**src/rtl/qu_instr_decoder.sv**
```systemverilog
// qu_instr_decoder
// ----------------
// Decode stage of the Qu front end. Takes an RV32I instruction word plus its
// PC from fetch, splits out register/function fields, builds the sign- or
// zero-extended immediate, classifies the instruction and flags illegal
// encodings. Decoded entries leave through a registered valid/ready interface
// backed by a main register and a skid register (2-entry FIFO).
//
// Ports
//   clk, rst            clock; asynchronous active-high reset
//   flush               drop every buffered entry and any same-cycle input
//   in_valid/in_ready   fetch handshake (in_ready is registered)
//   in_instr, in_pc     instruction word and its PC
//   out_valid/out_ready rename/dispatch handshake
//   out_pc, out_class   PC and class (R=0 .. FENCE=10, ILLEGAL=15)
//   out_rd/rs1/rs2      raw register fields, with *_valid "field is used"
//   out_funct3/funct7   raw function fields
//   out_imm             decoded immediate
//   out_illegal         illegal encoding marker
module qu_instr_decoder (
  input  logic        clk,
  input  logic        rst,
  input  logic        flush,
  input  logic        in_valid,
  output logic        in_ready,
  input  logic [31:0] in_instr,
  input  logic [11:0] in_pc,
  output logic        out_valid,
  input  logic        out_ready,
  output logic [11:0] out_pc,
  output logic [3:0]  out_class,
  output logic [4:0]  out_rd,
  output logic [4:0]  out_rs1,
  output logic [4:0]  out_rs2,
  output logic        out_rd_valid,
  output logic        out_rs1_valid,
  output logic        out_rs2_valid,
  output logic [2:0]  out_funct3,
  output logic [6:0]  out_funct7,
  output logic [31:0] out_imm,
  output logic        out_illegal
);

  localparam logic [6:0] OPC_LUI    = 7'b0110111;
  localparam logic [6:0] OPC_AUIPC  = 7'b0010111;
  localparam logic [6:0] OPC_JAL    = 7'b1101111;
  localparam logic [6:0] OPC_JALR   = 7'b1100111;
  localparam logic [6:0] OPC_BRANCH = 7'b1100011;
  localparam logic [6:0] OPC_LOAD   = 7'b0000011;
  localparam logic [6:0] OPC_STORE  = 7'b0100011;
  localparam logic [6:0] OPC_OPIMM  = 7'b0010011;
  localparam logic [6:0] OPC_OP     = 7'b0110011;
  localparam logic [6:0] OPC_SYSTEM = 7'b1110011;
  localparam logic [6:0] OPC_FENCE  = 7'b0001111;

  localparam logic [3:0] CLS_R       = 4'd0;
  localparam logic [3:0] CLS_I       = 4'd1;
  localparam logic [3:0] CLS_LOAD    = 4'd2;
  localparam logic [3:0] CLS_STORE   = 4'd3;
  localparam logic [3:0] CLS_BRANCH  = 4'd4;
  localparam logic [3:0] CLS_JAL     = 4'd5;
  localparam logic [3:0] CLS_JALR    = 4'd6;
  localparam logic [3:0] CLS_LUI     = 4'd7;
  localparam logic [3:0] CLS_AUIPC   = 4'd8;
  localparam logic [3:0] CLS_SYSTEM  = 4'd9;
  localparam logic [3:0] CLS_FENCE   = 4'd10;
  localparam logic [3:0] CLS_ILLEGAL = 4'd15;

  typedef struct packed {
    logic [11:0] pc;
    logic [3:0]  cls;
    logic [4:0]  rd;
    logic [4:0]  rs1;
    logic [4:0]  rs2;
    logic        rd_v;
    logic        rs1_v;
    logic        rs2_v;
    logic [2:0]  funct3;
    logic [6:0]  funct7;
    logic [31:0] imm;
    logic        illegal;
  } dec_t;

  // Raw fields
  logic [6:0] opcode;
  logic [2:0] funct3;
  logic [6:0] funct7;
  logic [4:0] rd;
  logic [4:0] rs1;
  logic [4:0] rs2;

  assign opcode = in_instr[6:0];
  assign funct3 = in_instr[14:12];
  assign funct7 = in_instr[31:25];
  assign rd     = in_instr[11:7];
  assign rs1    = in_instr[19:15];
  assign rs2    = in_instr[24:20];

  // Per-format immediates
  logic [31:0] imm_i, imm_s, imm_b, imm_j, imm_u, imm_sh, imm_sys;

  assign imm_i   = {{20{in_instr[31]}}, in_instr[31:20]};
  assign imm_s   = {{20{in_instr[31]}}, in_instr[31:25], in_instr[11:7]};
  assign imm_b   = {{19{in_instr[31]}}, in_instr[31], in_instr[7], in_instr[30:25], in_instr[11:8], 1'b0};
  assign imm_j   = {{11{in_instr[31]}}, in_instr[31], in_instr[19:12], in_instr[20], in_instr[30:21], 1'b0};
  assign imm_u   = {in_instr[31:12], 12'd0};
  assign imm_sh  = {27'd0, in_instr[24:20]};
  assign imm_sys = {20'd0, in_instr[31:20]};

  logic [3:0]  cls_s;
  logic [31:0] imm_s_sel;
  logic        rd_use_s, rs1_use_s, rs2_use_s, bad_s;
  dec_t        dec_s;

  // Opcode classification, immediate selection and legality checks
  always_comb begin
    cls_s     = CLS_ILLEGAL;
    imm_s_sel = 32'd0;
    rd_use_s  = 1'b0;
    rs1_use_s = 1'b0;
    rs2_use_s = 1'b0;
    bad_s     = 1'b0;
    case (opcode)
      OPC_OP: begin
        cls_s     = CLS_R;
        rd_use_s  = 1'b1;
        rs1_use_s = 1'b1;
        rs2_use_s = 1'b1;
        if (funct7 == 7'b0000000) begin
          bad_s = 1'b0;
        end else if (funct7 == 7'b0100000) begin
          // only SUB (funct3 0) and SRA (funct3 5) use the alternate funct7
          bad_s = !((funct3 == 3'd0) || (funct3 == 3'd5));
        end else begin
          bad_s = 1'b1;
        end
      end
      OPC_OPIMM: begin
        cls_s     = CLS_I;
        rd_use_s  = 1'b1;
        rs1_use_s = 1'b1;
        if (funct3 == 3'd1) begin
          imm_s_sel = imm_sh;
          bad_s     = (funct7 != 7'b0000000);
        end else if (funct3 == 3'd5) begin
          imm_s_sel = imm_sh;
          bad_s     = !((funct7 == 7'b0000000) || (funct7 == 7'b0100000));
        end else begin
          imm_s_sel = imm_i;
          bad_s     = 1'b0;
        end
      end
      OPC_LOAD: begin
        cls_s     = CLS_LOAD;
        rd_use_s  = 1'b1;
        rs1_use_s = 1'b1;
        imm_s_sel = imm_i;
        bad_s     = (funct3 == 3'd3) || (funct3 == 3'd6) || (funct3 == 3'd7);
      end
      OPC_STORE: begin
        cls_s     = CLS_STORE;
        rs1_use_s = 1'b1;
        rs2_use_s = 1'b1;
        imm_s_sel = imm_s;
        bad_s     = (funct3 > 3'd2);
      end
      OPC_BRANCH: begin
        cls_s     = CLS_BRANCH;
        rs1_use_s = 1'b1;
        rs2_use_s = 1'b1;
        imm_s_sel = imm_b;
        bad_s     = (funct3 == 3'd2) || (funct3 == 3'd3);
      end
      OPC_JAL: begin
        cls_s     = CLS_JAL;
        rd_use_s  = 1'b1;
        imm_s_sel = imm_j;
      end
      OPC_JALR: begin
        cls_s     = CLS_JALR;
        rd_use_s  = 1'b1;
        rs1_use_s = 1'b1;
        imm_s_sel = imm_i;
        bad_s     = (funct3 != 3'd0);
      end
      OPC_LUI: begin
        cls_s     = CLS_LUI;
        rd_use_s  = 1'b1;
        imm_s_sel = imm_u;
      end
      OPC_AUIPC: begin
        cls_s     = CLS_AUIPC;
        rd_use_s  = 1'b1;
        imm_s_sel = imm_u;
      end
      OPC_SYSTEM: begin
        cls_s     = CLS_SYSTEM;
        imm_s_sel = imm_sys;
        if (funct3 == 3'd0) begin
          // ECALL (0) / EBREAK (1) are the only legal selectors
          bad_s = (in_instr[31:20] > 12'd1);
        end else if (funct3 == 3'd4) begin
          bad_s = 1'b1;
        end else begin
          // CSR ops; the immediate forms carry a uimm in the rs1 slot
          rd_use_s  = 1'b1;
          rs1_use_s = (funct3 <= 3'd3);
        end
      end
      OPC_FENCE: begin
        cls_s = CLS_FENCE;
        bad_s = (funct3 > 3'd1);
      end
      default: begin
        bad_s = 1'b1;
      end
    endcase
    if (in_instr[1:0] != 2'b11) begin
      bad_s = 1'b1;
    end else begin
      bad_s = bad_s;
    end
  end

  // Assemble the entry; illegal encodings keep raw fields and PC only
  always_comb begin
    dec_s.pc      = in_pc;
    dec_s.rd      = rd;
    dec_s.rs1     = rs1;
    dec_s.rs2     = rs2;
    dec_s.funct3  = funct3;
    dec_s.funct7  = funct7;
    if (bad_s) begin
      dec_s.cls     = CLS_ILLEGAL;
      dec_s.imm     = 32'd0;
      dec_s.rd_v    = 1'b0;
      dec_s.rs1_v   = 1'b0;
      dec_s.rs2_v   = 1'b0;
      dec_s.illegal = 1'b1;
    end else begin
      dec_s.cls     = cls_s;
      dec_s.imm     = imm_s_sel;
      dec_s.rd_v    = rd_use_s && (rd != 5'd0);
      dec_s.rs1_v   = rs1_use_s;
      dec_s.rs2_v   = rs2_use_s;
      dec_s.illegal = 1'b0;
    end
  end

  // Output buffering: main register feeds out_*, skid catches one stalled entry
  dec_t main_q, main_d, skid_q, skid_d;
  logic main_vld_q, main_vld_d, skid_vld_q, skid_vld_d;
  logic in_ready_q, in_ready_d;
  logic accept_s, pop_s;

  assign accept_s = in_valid && in_ready_q;
  assign pop_s    = main_vld_q && out_ready;

  // Next-state for the two-entry FIFO; flush wins over everything
  always_comb begin
    main_d     = main_q;
    skid_d     = skid_q;
    main_vld_d = main_vld_q;
    skid_vld_d = skid_vld_q;
    if (flush) begin
      main_vld_d = 1'b0;
      skid_vld_d = 1'b0;
    end else if (skid_vld_q) begin
      // in_ready is low, so no input can arrive; only drain skid into main
      if (pop_s) begin
        main_d     = skid_q;
        skid_vld_d = 1'b0;
      end else begin
        skid_vld_d = 1'b1;
      end
    end else if (!main_vld_q || pop_s) begin
      if (accept_s) begin
        main_d     = dec_s;
        main_vld_d = 1'b1;
      end else begin
        main_vld_d = 1'b0;
      end
    end else begin
      // main held by a stalled consumer: a new entry parks in skid
      if (accept_s) begin
        skid_d     = dec_s;
        skid_vld_d = 1'b1;
      end else begin
        skid_vld_d = 1'b0;
      end
    end
    in_ready_d = !skid_vld_d;
  end

  // State registers
  always_ff @(posedge clk or posedge rst) begin
    if (rst) begin
      main_q     <= '0;
      skid_q     <= '0;
      main_vld_q <= 1'b0;
      skid_vld_q <= 1'b0;
      in_ready_q <= 1'b1;
    end else begin
      main_q     <= main_d;
      skid_q     <= skid_d;
      main_vld_q <= main_vld_d;
      skid_vld_q <= skid_vld_d;
      in_ready_q <= in_ready_d;
    end
  end

  assign in_ready      = in_ready_q;
  assign out_valid     = main_vld_q;
  assign out_pc        = main_q.pc;
  assign out_class     = main_q.cls;
  assign out_rd        = main_q.rd;
  assign out_rs1       = main_q.rs1;
  assign out_rs2       = main_q.rs2;
  assign out_rd_valid  = main_q.rd_v;
  assign out_rs1_valid = main_q.rs1_v;
  assign out_rs2_valid = main_q.rs2_v;
  assign out_funct3    = main_q.funct3;
  assign out_funct7    = main_q.funct7;
  assign out_imm       = main_q.imm;
  assign out_illegal   = main_q.illegal;

endmodule

```
**config.mk**
```make
export PLATFORM = sky130hd
export DESIGN_NAME = qu_instr_decoder
export DESIGN_NICKNAME = d
export VERILOG_FILES = /design/src/rtl/qu_instr_decoder.sv
export SDC_FILE = /design/constraint.sdc
export NUM_CORES = 1
export LEC_CHECK = 0
export CORE_UTILIZATION = 31
export CTS_BUF_LIST = sky130_fd_sc_hd__clkbuf_4 sky130_fd_sc_hd__clkbuf_8 sky130_fd_sc_hd__clkbuf_16
export CTS_CLUSTER_DIAMETER = 40
export CTS_CLUSTER_SIZE = 30
export DETAILED_ROUTE_END_ITERATION = 10
export SLEW_MARGIN = 20
export SYNTH_ARGS = -nofsm -noshare
export SYNTH_HDL_FRONTEND = slang
export SYNTH_SLANG_ARGS = --single-unit
```
**constraint.sdc**
```tcl
create_clock -name clk -period 13.8 [get_ports clk]
set_input_delay 3.45 -clock clk [delete_from_list [all_inputs] [get_ports clk]]
set_output_delay 3.45 -clock clk [all_outputs]
set_load 0.02 [all_outputs]
```
## Word-level counts from Yosys, hierarchy flattened

Cells that the tools add are included.

- Bits in latches: 0
- Output and inout port bits: 79
- Memories kept: 0
- Memory bits (writable): 0
- Input port bits: 49
- Register bits after elaboration: 157
- Bits in read-only memories: 0
- Word-level logic and storage cells: 120

- Bitwise logic cells: 3
- Div/mod/pow operators: 0
- Shifts and indexed selects: 0
- $mul: 0
- Mux-type cells: 34
- Reductions and logical operators: 30
- Equal/unequal tests: 22
- Order comparisons: 4
- $add $sub $neg: 0

Operator list:

| operator | number |
|---|---|
| 77-bit 2-to-1 mux | 4 |
| 32-bit case mux with 7 select lines | 1 |
| 32-bit 2-to-1 mux | 2 |
| 4-bit case mux with 11 select lines | 1 |
| 33-bit 2-to-1 mux | 1 |
| 7-bit by 6-bit equality test with 1-bit output, second input constant | 4 |
| 7-bit equality test, second input constant | 4 |
| 1-bit 2-to-1 mux | 20 |
| 7-bit by 5-bit equality test with 1-bit output, second input constant | 2 |
| 3-bit equality test, second input constant | 4 |
| 12-bit by 1-bit greater-than comparator with 1-bit output, second input constant | 1 |
| 1-bit case mux with 9 select lines | 1 |
| 4-bit AND reduction | 2 |
| 7-bit by 2-bit equality test with 1-bit output, second input constant | 1 |
| 7-bit by 4-bit equality test with 1-bit output, second input constant | 1 |
| 7-bit zero test | 1 |
| 7-bit nonzero test | 1 |
| 7-bit OR reduction | 1 |
| 3-bit by 2-bit equality test with 1-bit output, second input constant | 2 |
| 1-bit logical OR | 6 |
| 2-bit nonzero test | 3 |
| 3-bit OR reduction | 2 |
| 6-bit OR reduction | 1 |
| 5-bit nonzero test | 1 |
| other kinds (16) | 26 |

## Logic depth before layout (Yosys ltp)

- Depth after elaboration: 11
- Gate-level depth with buffers: 9
- Depth with buffers taken out: 6

## Worst setup path before layout

No wires, ideal clock.

- Kind: input to register
- Start point: input port in_instr[29]
- End point: register main_q (netlist bit out_imm[0])
- Stages: 7
- Required time: 13704 ps
- Data arrival time: 5112 ps
- Slack: 8593 ps
- Cells stage by stage: or4_1 > nor3_2 > nand3_1 > a311oi_2 > nand2_2 > buf_6 > o31ai_1

- Cells in the longest elaborated chain, start to end: 11
- Elaborated cells between the ends (all ways): 17
- Those cells by class: order compare: 1; eq/ne: 1; mux: 11; reduce/logical: 4

RTL lines:

| element | line | source |
|---|---|---|
| from (decl) | 26 | `input logic [31:0] in_instr,` |
| branches (longest 5 deep; another with 12-bit by 1-bit greater-than comparator with 1-bit output) | n/a |  |
| 1-bit case mux with 9 select lines * | 123 | `case (opcode)` |
| 1-bit 2-to-1 mux * | 218 | `if (in_instr[1:0] != 2'b11) begin` |
| 33-bit 2-to-1 mux * | 233 | `if (bad_s) begin` |
| 77-bit 2-to-1 mux * | 277 | `if (accept_s) begin` |
| 77-bit 2-to-1 mux * | 276 | `end else if (!main_vld_q \|\| pop_s) begin` |
| 77-bit 2-to-1 mux * | 268 | `end else if (skid_vld_q) begin` |
| to (signal assigned) | 304 | `main_q <= main_d;` |
| to (decl) | 251 | `dec_t main_q, main_d, skid_q, skid_d;` |

Every way passes the cells marked *. The select of a mux whose other input is x is not followed.
A chain may end at the register's enable or synchronous reset.

## Worst setup path after layout

- Start point: input port in_instr[2]
- End point: register main_q (netlist bit out_imm[9])

- Cells in the longest elaborated chain, start to end: 8
- Elaborated cells between the ends (all ways): 21
- Those cells by class: eq/ne: 11; mux: 7; reduce/logical: 3

RTL lines:

| element | line |
|---|---|
| 7-bit by 5-bit equality test with 1-bit output, or another cell as far along | 123 |
| 3-bit OR reduction (no line) | n/a |
| 1-bit case mux with 9 select lines | 123 |
| 1-bit 2-to-1 mux | 218 |
| 33-bit 2-to-1 mux * | 233 |
| 77-bit 2-to-1 mux * | 277 |
| 77-bit 2-to-1 mux * | 276 |
| 77-bit 2-to-1 mux * | 268 |

Every way passes the cells marked *; elsewhere a longest branch is shown, timed or not. The select of a mux whose other input is x is not followed.

==> reports/metrics.cfg <==
[global_route]
grt_pass1_vias = 6142
grt_usage_pct = 18.91
grt_antenna_before_repair = 1
grt_pass1_wl_um = 35090
grt_max_degree = 101
grt_overflow = 0

[routing]
drt_iter0_markers = 514
wl_per_cell_um = 18.07
drc = 0
vias_per_cell = 5.088
dr.pass1.iters = 5
wirelength_um = 22020
num_vias = 6202
antenna_left = 0

[cts]
cts_tree = built
numCtsBuffers = 17
h-tree-depth = 4
clock_latency_ns = 0.42
cts_root_buffer = clkbuf_16
cts_resized = 0
cts_hold_buf = 0
clock_path_buffers = 2
clk_pin_slew_ns = 0.07
cts_setup_buffers = 0
cts.sinks = 157

[placement]
gp_congestion = 0.8673
dp_slack_ns = 7.032
io_buffers = 127
dp_hpwl_um = 14770
dpl_cell_area_um2 = 8786
place_inst = 1186

[synth]
synthSimpleGateAreaFrac_pct = 18.56
synth_compound_area_share_pct = 18.34
yosys.area_share.xor_xnor_pct = 0.1202
synth_enable_flop_cells = 0
synth_nets = 851
ys_seq_area_share_pct = 53.93
synth_top_family_by_area = simple AND/OR/NAND/NOR gates
synthArstFlopShare_pct = 100.0
synthMuxAreaShare_pct = 5.082
synth.most_common_cell = nand2_1
netlist_area_um2 = 7287
synth_flop_cell = dfrtp_1
ys_ff_latch = 157
ys_types = 51
synthTopCellsByCount = nand2_1 (200), dfrtp_1 (156), o21ai_0 (77)
yosysTopAreaCell = dfrtp_1
synth_top_area_share_pct = 53.57
synth_area_leaders = dfrtp_1 (54%), nand2_1 (10%), o21ai_0 (5.3%)
yosysWarningCount = 0
syn_area_per_cell_um2 = 9.086
synthCells = 802
synth-adder-area-share_pct = 0

[timing]
tns_ns = 0
fin_crit_ns = 6.316
worst_slack_ns = 7.484
slew_violations = 0
hold_viol = 0
final.setup_skew_ns = 0.008260
rsz0062_at_grt = false
worst_slew_pin_slew_ns = 1.063
setup_violations = 0
timing.hold.ws_ns = 0.4710
min_period_over_period_pct = 45.77
fmax_mhz = 158.3
maxSlewHeadroom_pct = 28.92

[setup_path]
slowest_stage = clkdlybuf4s50_1
worstPathMaxFanout = 25
worstPathCellList = clkdlybuf4s50_1 -> nor2b_1 -> nand3_1 -> a211oi_1 -> a311oi_2 -> nand3_1 -> o21ai_0
cp_common_cell = nand3_1
cpPeakStageDelay_ns = 0.88
start_kind = primary input
timing_worst_setup_path_type = in -> reg
cp_data_required_time_ns = 14.05
critPathCaptureType = flop
critPathArrivalTime_ns = 6.57

[hold_path]
hold_path_class = reg -> reg

[die]
dieArea_um2 = 24120
die_y_um = 155.3
fp.dieW_um = 155.3
fp-row-count = 55
coreArea_um2 = 22850
io_pins = 128
start_util_pct = 31.89

[pwr]
finalPower_mw = 1.289
leakage_nw = 3.949
vdd_drop_max_mv = 0.06552
powerDensity_nw_per_um2 = 137.6

[run]
maxCapViolations = 0

[final_layout]
syn_to_final_growth_pct = 28.55
nNetsFinal = 941
layout-drive-gt1-share_pct = 5.967
fin_area_um2 = 9368
post-route-util_pct = 41.00
instances_no_fill = 1219

[outcome]
status = finished clean

==> registers in the layout, summed over array words and instances, names as in the netlist <==
register,count
out_funct7,7
out_valid,1
out_rd_valid,1
out_pc,12
skid_vld_q,1
out_rs2,5
out_rd,5
out_illegal,1
out_rs1,5
in_ready,1
out_imm,32
out_rs1_valid,1
out_class,4
out_funct3,3
skid_q,77
out_rs2_valid,1
==> cell usage in the layout (no fill, tap or decap), drive strengths merged, types with 8 or more instances in the layout <==
| master | count |
|---|---|
| a21oi | 64 |
| inv | 15 |
| nor2 | 47 |
| dfrtp | 156 |
| clkdlybuf4s50 | 127 |
| clkbuf | 17 |
| o31ai | 25 |
| nand2 | 201 |
| nand3 | 8 |
| and3 | 19 |
| o22ai | 23 |
| mux2i | 37 |
| a31oi | 10 |
| o21ai | 79 |
==> logic make-up (layout without fill, tap and decap cells) <==
family                 after synthesis  count (layout)
other                                0               1
flip-flops                         157             157
buffers and inverters               70             173
multiplexers                        37              37
XOR/XNOR                             1               1
AND/OR/NAND/NOR                    310             310
AO/OA/AOI/OAI                      227             227
==> routing by layer <==
metal	wire [um]	track usage (%)	part of all wire, %
met3	1313	4.596	6.0
met1	10290	26.43	47
met4	424	5.369	1.9
met5	0	0	0
met2	9993	29.00	45
==> cell type report <==
| class | count | area [um^2] |
|---|---|---|
| Antenna cell | 1 | 2.502 |
| Clock buffer | 17 | 425.4 |
| Clock inverter | 15 | 153.9 |
| Fill cell | 2311 | 13480 |
| Inverter | 8 | 35.03 |
| Multi-Input combinational cell | 575 | 3109 |
| Sequential cell | 157 | 3934 |
| Tap cell | 313 | 391.6 |
| Timing Repair Buffer | 133 | 1316 |
==> report_power, final <==
group | total, mW | switching (mW) | internal, mW
clock network | 0.462 | 0.207 | 0.255
logic | 0.261 | 0.146 | 0.115
registers | 0.567 | 0.0390 | 0.528
total | 1.29 | 0.392 | 0.898
==> critical path, delay by kind of cell <==
family	cells	cell delay, ns
and+or+nand+nor	3	1.47
buffers and inverters	1	0.88
AOI/OAI and AO/OA	3	0.77
==> path summary, 6_finish.rpt <==
kind | from | to | slack [ns] | cells after the start
hold reg to reg | skid_q[43]$_DFFE_PP0P_ | skid_q[43]$_DFFE_PP0P_ | 0.47 | 2
hold / removal | skid_q[43]$_DFFE_PP0P_ | skid_q[43]$_DFFE_PP0P_ | 0.47 | 2
setup reg to reg | skid_vld_q$_DFF_PP0_ | out_imm[9]$_DFFE_PP0P_ | 10.21 | 5
min in group asynchronous | rst | skid_q[52]$_DFFE_PP0P_ | 3.61 | 2
max in group asynchronous | rst | skid_vld_q$_DFF_PP0_ | 8.76 | 3
setup / recovery | in_instr[2] | out_imm[9]$_DFFE_PP0P_ | 7.48 | 7
Power figures use the tool's default switching activity.
